**config.mk**
```make
export PLATFORM = sky130hd
export DESIGN_NAME = branch_predictor
export DESIGN_NICKNAME = d
export VERILOG_FILES = /design/src/rtl/bp_pkg.sv /design/src/rtl/bp_table.sv /design/src/rtl/branch_predictor.sv
export SDC_FILE = /design/constraint.sdc
export NUM_CORES = 2
export LEC_CHECK = 0
export ABC_CLOCK_PERIOD_IN_PS = 3750
export CORE_AREA = 2 2 275 277
export DETAILED_ROUTE_END_ITERATION = 6
export DIE_AREA = 0 0 277 279
export PLACE_DENSITY = 0.76
export SETUP_SLACK_MARGIN = 0.1
export SLEW_MARGIN = 30
export SYNTH_ARGS = -nofsm -noshare
export SYNTH_HDL_FRONTEND = slang
export SYNTH_SLANG_ARGS = --single-unit
```
**constraint.sdc**
```tcl
create_clock -name clk -period 3.75 [get_ports clk]
set_input_delay 0.5625 -clock clk [delete_from_list [all_inputs] [get_ports clk]]
set_output_delay 0.5625 -clock clk [all_outputs]
set_load 0.1 [all_outputs]
```
**src/rtl/bp_pkg.sv**
```systemverilog
// Shared definitions for the dynamic branch predictor.
//   BP_IDX_W / BP_TAG_W : default table index and partial tag widths
//   ctr_e               : 2-bit saturating direction counter encoding
//   pred_t              : one prediction travelling down the F->D->E pipe
//   sat_update          : one saturating step of a direction counter
package bp_pkg;

  localparam int unsigned BP_IDX_W = 4;
  localparam int unsigned BP_TAG_W = 8;

  typedef enum logic [1:0] {
    SNT = 2'b00,
    WNT = 2'b01,
    WT  = 2'b10,
    ST  = 2'b11
  } ctr_e;

  typedef struct packed {
    logic        taken;
    logic [31:0] target;
  } pred_t;

  function automatic ctr_e sat_update(input ctr_e c, input logic up);
    ctr_e r;
    r = c;
    if (up) begin
      if (c != ST) r = ctr_e'(c + 2'd1);
    end else begin
      if (c != SNT) r = ctr_e'(c - 2'd1);
    end
    return r;
  endfunction

endpackage

```
**src/rtl/bp_table.sv**
```systemverilog
// Direct-mapped predictor table: valid, partial tag, 2-bit counter, target.
//   clk, rst      : clock, synchronous active-high clear (valid=0, ctr=WNT)
//   rd_idx        : asynchronous read index (fetch side)
//   rd_valid/tag/ctr/target : entry contents at rd_idx
//   wr_en         : resolve-and-train strobe from the execute stage
//   wr_idx/wr_tag : location and tag of the resolved instruction
//   wr_taken      : actual direction; steps the counter on a hit,
//                   allocates a WT entry on a miss when taken
//   wr_target     : actual target, stored whenever wr_taken is set
module bp_table
  import bp_pkg::*;
#(
  parameter int unsigned IDX_W = BP_IDX_W,
  parameter int unsigned TAG_W = BP_TAG_W
) (
  input  logic              clk,
  input  logic              rst,
  input  logic [IDX_W-1:0]  rd_idx,
  output logic              rd_valid,
  output logic [TAG_W-1:0]  rd_tag,
  output ctr_e              rd_ctr,
  output logic [31:0]       rd_target,
  input  logic              wr_en,
  input  logic [IDX_W-1:0]  wr_idx,
  input  logic [TAG_W-1:0]  wr_tag,
  input  logic              wr_taken,
  input  logic [31:0]       wr_target
);

  localparam int unsigned DEPTH = 1 << IDX_W;

  logic              valid_q  [DEPTH];
  logic [TAG_W-1:0]  tag_q    [DEPTH];
  ctr_e              ctr_q    [DEPTH];
  logic [31:0]       target_q [DEPTH];

  logic wr_hit;

  // Reads see the pre-edge contents; a same-cycle write is not bypassed.
  always_comb begin
    rd_valid  = valid_q[rd_idx];
    rd_tag    = tag_q[rd_idx];
    rd_ctr    = ctr_q[rd_idx];
    rd_target = target_q[rd_idx];
    wr_hit    = valid_q[wr_idx] && (tag_q[wr_idx] == wr_tag);
  end

  always_ff @(posedge clk) begin
    if (rst) begin
      for (int unsigned i = 0; i < DEPTH; i++) begin
        valid_q[i]  <= 1'b0;
        tag_q[i]    <= '0;
        ctr_q[i]    <= WNT;
        target_q[i] <= '0;
      end
    end else if (wr_en) begin
      if (wr_hit) begin
        ctr_q[wr_idx] <= sat_update(ctr_q[wr_idx], wr_taken);
        if (wr_taken) target_q[wr_idx] <= wr_target;
      end else if (wr_taken) begin
        valid_q[wr_idx]  <= 1'b1;
        tag_q[wr_idx]    <= wr_tag;
        ctr_q[wr_idx]    <= WT;
        target_q[wr_idx] <= wr_target;
      end
    end
  end

endmodule

```
**src/rtl/branch_predictor.sv**
```systemverilog
// Dynamic branch predictor beside the fetch stage of the 5-stage core.
//   PCF -> predict_takenF, pred_targetF : zero-latency fetch prediction
//   StallD, FlushD, FlushE              : hazard unit controls for the pred pipe
//   validE, cflowE, jalrE, takenE, targetE, PCE, PCPlus4E : E-stage outcome
//   mispredictE, redirect_pcE           : execute-stage redirect
//   branch_cnt, mispredict_cnt          : wrapping performance counters
module branch_predictor
  import bp_pkg::*;
#(
  parameter int unsigned IDX_W = BP_IDX_W,
  parameter int unsigned TAG_W = BP_TAG_W
) (
  input  logic        clk,
  input  logic        rst,
  input  logic [31:0] PCF,
  output logic        predict_takenF,
  output logic [31:0] pred_targetF,
  input  logic        StallD,
  input  logic        FlushD,
  input  logic        FlushE,
  input  logic        validE,
  input  logic        cflowE,
  input  logic        jalrE,
  input  logic        takenE,
  input  logic [31:0] targetE,
  input  logic [31:0] PCE,
  input  logic [31:0] PCPlus4E,
  output logic        mispredictE,
  output logic [31:0] redirect_pcE,
  output logic [31:0] branch_cnt,
  output logic [31:0] mispredict_cnt
);

  localparam int unsigned TAG_LO = IDX_W + 2;
  localparam int unsigned TAG_HI = TAG_W + IDX_W + 1;

  logic [IDX_W-1:0] idxF, idxE;
  logic [TAG_W-1:0] tagF, tagE;
  logic             rd_valid;
  logic [TAG_W-1:0] rd_tag;
  ctr_e             rd_ctr;
  logic [31:0]      rd_target;

  pred_t predD, predE;
  logic  actualE, resolveE, updateE;

  logic unused_bits;

  assign idxF = PCF[IDX_W+1:2];
  assign tagF = PCF[TAG_HI:TAG_LO];
  assign idxE = PCE[IDX_W+1:2];
  assign tagE = PCE[TAG_HI:TAG_LO];

  assign unused_bits = ^{PCF[1:0], PCF[31:TAG_HI+1], PCE[1:0], PCE[31:TAG_HI+1], rd_ctr[0]};

  bp_table #(
    .IDX_W (IDX_W),
    .TAG_W (TAG_W)
  ) u_table (
    .clk       (clk),
    .rst       (rst),
    .rd_idx    (idxF),
    .rd_valid  (rd_valid),
    .rd_tag    (rd_tag),
    .rd_ctr    (rd_ctr),
    .rd_target (rd_target),
    .wr_en     (updateE),
    .wr_idx    (idxE),
    .wr_tag    (tagE),
    .wr_taken  (actualE),
    .wr_target (targetE)
  );

  always_comb begin
    predict_takenF = rd_valid && (rd_tag == tagF) && rd_ctr[1];
    pred_targetF   = predict_takenF ? rd_target : PCF + 32'd4;
  end

  // StallD freezes both D and E; FlushE still wins for E so a bubble is
  // inserted behind a stalled D instruction.
  always_ff @(posedge clk) begin
    if (rst) begin
      predD <= '0;
      predE <= '0;
    end else begin
      if (FlushD)       predD <= '0;
      else if (!StallD) predD <= '{taken: predict_takenF, target: pred_targetF};
      if (FlushE)       predE <= '0;
      else if (!StallD) predE <= predD;
    end
  end

  always_comb begin
    actualE      = cflowE && takenE;
    resolveE     = validE && !jalrE;
    updateE      = validE && cflowE && !jalrE;
    mispredictE  = resolveE &&
                   ((predE.taken != actualE) ||
                    (predE.taken && actualE && (predE.target != targetE)));
    redirect_pcE = actualE ? targetE : PCPlus4E;
  end

  always_ff @(posedge clk) begin
    if (rst) begin
      branch_cnt     <= '0;
      mispredict_cnt <= '0;
    end else begin
      if (updateE)     branch_cnt     <= branch_cnt + 32'd1;
      if (mispredictE) mispredict_cnt <= mispredict_cnt + 32'd1;
    end
  end

endmodule

```
Word-level counts from Yosys, hierarchy flattened

Memories as Yosys holds them, arrays and structs flattened.
Index checks and enable logic that the tools add are counted.

Bits in writable memories: 688
Bits in read-only memories: 0
Word-level logic and storage cells: 78
Output and inout port bits: 130
Bits in registers: 130
Memories kept: 4
Bits in latches: 0

Muxes and demuxes: 37
Multiply operators: 0
Div/mod/pow operators: 0
$lt $le $gt $ge: 0
Add/sub/neg operators: 5
Eq/ne operators: 5
Bitwise gates (word level): 2
Shift-type cells: 0
Reductions and logical operators: 19

Memories:

| name             | depth | bits a word | read ports | clocked after memory_dff | wr ports | line           | text |
|---|---|---|---|---|---|---|---|
| u_table.target_q | 16    | 32          | 1          | 0                        | 16       | bp_table.sv:35 | `logic [31:0] target_q [DEPTH];` |
| u_table.tag_q    | 16    | 8           | 2          | 0                        | 16       | bp_table.sv:33 | `logic [TAG_W-1:0] tag_q [DEPTH];` |
| u_table.ctr_q    | 16    | 2           | 2          | 0                        | 16       | bp_table.sv:34 | `ctr_e ctr_q [DEPTH];` |
| u_table.valid_q  | 16    | 1           | 2          | 0                        | 16       | bp_table.sv:32 | `logic valid_q [DEPTH];` |

Operators with widths:

| kind                                                                | number |
|---|---|
| 32-bit two-way mux                                                  | 4 |
| 32-bit by 1-bit adder with 32-bit output (second input constant)    | 2 |
| 32-bit by 3-bit adder with 32-bit output (second input constant)    | 1 |
| 32-bit != test                                                      | 1 |
| 32-bit OR reduction                                                 | 1 |
| 1-bit two-way mux                                                   | 20 |
| 8-bit == test                                                       | 2 |
| 2-bit two-way mux                                                   | 8 |
| 4-bit two-way mux                                                   | 4 |
| 1-bit logical AND                                                   | 10 |
| 8-bit two-way mux                                                   | 1 |
| 8-bit OR reduction                                                  | 1 |
| 2-bit OR reduction                                                  | 3 |
| 2-bit by 1-bit adder with 2-bit output (second input constant)      | 1 |
| 2-bit != test (second input constant)                               | 1 |
| 1-bit bitwise OR                                                    | 2 |
| 2-bit nonzero test                                                  | 1 |
| 2-bit by 1-bit subtractor with 2-bit output (second input constant) | 1 |
| 1-bit zero test                                                     | 1 |
| 1-bit logical OR                                                    | 1 |
| 1-bit != test                                                       | 1 |
| 1-bit OR reduction                                                  | 1 |

Longest topological paths before layout

An unclocked memory read counts as a cell.

Word-level depth: 10
Gate-level depth with buffers: 14
Gate-level depth less buffers: 9

Hierarchy

From an unflattened synthesis, not the netlist that was laid out.

Cells, all modules: 3031
Area total of the unflattened synthesis: 40296.1 um2

Modules (own cells, without submodules):

| module           | area each (um2) | sequential area each (um2) | cells an instance | instances |
|---|---|---|---|---|
| bp_table         | 32643.8         | 20499.7                    | 2118              | 1 |
| branch_predictor | 7652.3          | 2602.5                     | 913               | 1 |

Worst setup path before layout

No wires, ideal clock.

Path type: input-to-output
Start: in PCF[3]
End: out predict_takenF
Arrival: 5.139 ns
Setup slack: -1.952 ns
Stages: 9
Data required time: 3.188 ns
Cell sequence: buf_6 buf_12 mux4_2 mux2i_1 nor3_1 a311oi_2 o2111ai_1 nor4_1 nor4bb_1

Longest elaborated chain between the ends: 4
Elaborated cells on any way between the ends: 6
Classes of those cells: eq/ne: 1; reduce/logical: 2; memory: 3

Ends and longest elaborated chain:

| element               | line                   | text |
|---|---|---|
| start, declared       | branch_predictor.sv:15 | `input logic [31:0] PCF,` |
| memory 16 x 8 bit     | n/a                    |  |
| 8-bit == test         | branch_predictor.sv:75 | `predict_takenF = rd_valid && (rd_tag == tagF) && rd_ctr[1];` |
| 1-bit logical AND     | branch_predictor.sv:75 |  |
| 1-bit logical AND (*) | branch_predictor.sv:75 |  |
| end, declared         | branch_predictor.sv:16 | `output logic predict_takenF,` |

Mark *: on every way between the ends. The rest lies on a longest branch, timed or not.

==> out/metrics.yaml <==
outcome:
  outcome: "complete, but fails checks"
  violations: "setup timing"
clocking:
  htreeDepth: 3
  cts_sinks: 818
  clk-insertion-delay-late_ns: 0.66
  cts_buffer_depth: 3
  path_clk_slew_ns: 0.06
  cts_tree: "done"
  cts_root_buf: "clkbuf_16"
  cts-buffers-inserted: 87
power_and_ir_drop:
  ir_worst_vdd_v: 0.0003842
  powerDensity_mw_per_mm2: 447.4
  leakagePower_nw: 17.94
timing:
  finalCriticalPeriod_ns: 4.299
  layout_setup_ws_ns: -0.5490
  slew_headroom_pct: 31.35
  finalSetupViolations: 33
  final_max_slew_viol_count: 0
  worst_pin_slew_ns: 1.027
  clock-skew-final_ns: 0.02228
  max_freq_mhz: 232.6
  layout_worst_path_cycle_share_pct: 114.6
  rsz0062_at_grt: "true"
  whs_ns: 0.4808
  hold_viol: 0
grt:
  grt_max_degree: 131
  grt_pass1_vias: 27770
  overflow: 0
  track_usage_pct: 32.34
  grt_pass1_wl_um: 181800
  antenna_found_initial: 4
hold_path:
  hold_class: "flop to flop"
synth:
  synthFlopType: "edfxtp_1"
  synth_most_common_cell: "edfxtp_1"
  syn_nets: 2992
  yosysUniqueCellTypes: 71
  syn_area_mm2: 0.03979
  syn_avg_cell_area_um2: 13.95
  synthDominantCellAreaShare_pct: 50.72
  synth-edff-count: 672
  synth-async-reset-ratio_pct: 0
  post_synth_main_area_contributors: "edfxtp_1, mux4_2, dfxtp_1"
  yosysTopAreaCell: "edfxtp_1"
  synth_seq_cells: 818
  yosysSeqAreaShare_pct: 58.07
  synthTopCellsByCount: "edfxtp_1, and2_1, nor2_1"
  ys_warn_count: 0
  syn_inst: 2851
placed_design:
  dpl.cell_count: 4084
  dpl.hpwl_um: 79170
  io_buffers: 246
  dp_slack_ns: -0.5500
  gp_congestion: 0.9706
setup_path:
  critPathRequiredTime_ns: 3.19
  reg2reg_from: "u_table.tag_q[4][1]"
  arrival_ns: 3.74
  crit_path_start_kind: "flop"
  r2r_slack_ns: 0.41
  path_max_fanout: 17
  path_class: "flop to output port"
  worstRegToRegCells: 10
  critPathLaunch: "u_table.tag_q[4][1]"
  end_kind: "output port"
  r2r-end: "predD[30]"
  crit_end: "pred_targetF[29]"
die:
  placementRows: 100
  die_y_um: 279
  dieArea_mm2: 0.07728
  die-width_um: 277
  start_util_pct: 53.71
  coreArea_mm2: 0.07407
  ios: 267
detailed_routing:
  totalWireLength_um: 125800
  drc: 0
  via_count: 27300
  drt-initial-drc-count: 3629
  ant_nets: 0
  firstDrtPassIters: 6
  post_drt_wl_per_cell_um: 29.56
  via_per_inst: 6.414
cells_and_area:
  fin_cells: 4256
  layout.area.seq_mm2: 0.02310
  drive_gt1_share_pct: 23.04
  multi_input_area_mm2: 0.01558
  nFillCells: 5094
  nets: 3353
  area_delta_synth_final_pct: 22.60
run:
  maxCapViolCount: 0
==> power by group <==
part | total, mW | internal, mW | switching (mW) | leakage (nW)
logic | 2.70 | 1.16 | 1.54 | 8.99
registers | 10.3 | 10.2 | 0.153 | 7.54
clock network | 8.78 | 5.08 | 3.70 | 1.40
==> placed cells by master (no fill, tap or decap), types with 38 or more instances in the layout <==
cell | netlist | final
and3_1 | 86 | 86
buf_12 | 4 | 128
mux2i_1 | 69 | 67
edfxtp_1 | 672 | 672
nand2_1 | 82 | 81
clkdlybuf4s50_1 | 0 | 172
buf_4 | 7 | 199
mux4_2 | 160 | 161
xor2_1 | 84 | 83
nand4_1 | 42 | 42
dfxtp_1 | 146 | 146
mux2_2 | 42 | 39
mux4_1 | 68 | 67
a22o_1 | 38 | 38
nor2_1 | 269 | 257
and2_1 | 461 | 461
nand3_1 | 68 | 67
xnor2_1 | 48 | 48
clkbuf_16 | 0 | 87
==> routing by layer <==
layer	vias to the layer above	routed length, um	track usage (%)
met3	411	13990	6.702
met4	4	6785	15.71
li1	11330	-	-
met1	13680	43810	40.69
met2	1875	61190	53.76
met5	-	23	0
==> through the flow <==
stage	utilization, %	TNS [ns]	power (mW)	instance area, um2
6_report	65.85	-17.17	21.82	48780
5_1_grt	65.85	-20.51	22.31	48780
4_1_cts	65.77	-18.01	21.84	48710
3_5_place_dp	61.76	-63.69	13.17	45740
3_3_place_gp	61.76	-42.42	13.10	45740
2_1_floorplan	-	-0.3536	11.96	39860
==> registers in the layout (all words and copies together) (netlist names) <==
register / cells
predD: 33
u_table.ctr_q: 32
mispredict_cnt: 32
u_table.tag_q: 128
predE: 33
branch_cnt: 32
u_table.valid_q: 16
u_table.target_q: 512
==> area by class of cell <==
cell class	count	area share (%)
flip-flops and latches	818	47.36
multi-input cells	1770	31.95
repair buffers	506	12.00
clock buffers	112	4.717
well taps	969	2.486
clock inverters	51	1.257
inverters	29	0.2232
diodes	1	0.005130
==> cell families after synthesis <==
logic type                 share of synthesized area, %
and+or+nand+nor                                   15.36
adders and majority gates                        0.1258
muxes                                             17.61
xor gates and xnor gates                          2.906
buffers and inverters                             3.321
AOI/OAI and AO/OA                                 2.610
DFF                                               58.07
==> worst min-delay path by stage <==
stage                    from  cells after the start         to  slack, ns
global placement     predD[7]                      1   predD[7]       0.47
CTS                    StallD                      3  predE[28]       0.46
finish               predD[6]                      1   predD[6]       0.48
global route           StallD                      3  predE[28]       0.49
floorplan           predD[11]                      1  predD[11]       0.44
detailed placement  predD[21]                      1  predD[21]       0.46
==> what timing repair did <==
item,CTS,global route
setup endpoints to repair,34,33
pin swaps,3,3
gates cloned,1,0
hold endpoints to repair,0,0
setup buffers,2,5
hold buffers,0,0
resized for setup,4,5
==> critical path: stages (launching register included) <==
cell	delay (ns)
edfxtp_1	0.43
mux4_2	0.49
o22ai_2	0.17
nor4_2	0.08
nor4b_4	0.34
o2111ai_1	0.18
or4_4	0.64
buf_12	0.22
mux2_4	0.34
buf_12	0.17
(Power assumes the default switching activity.)
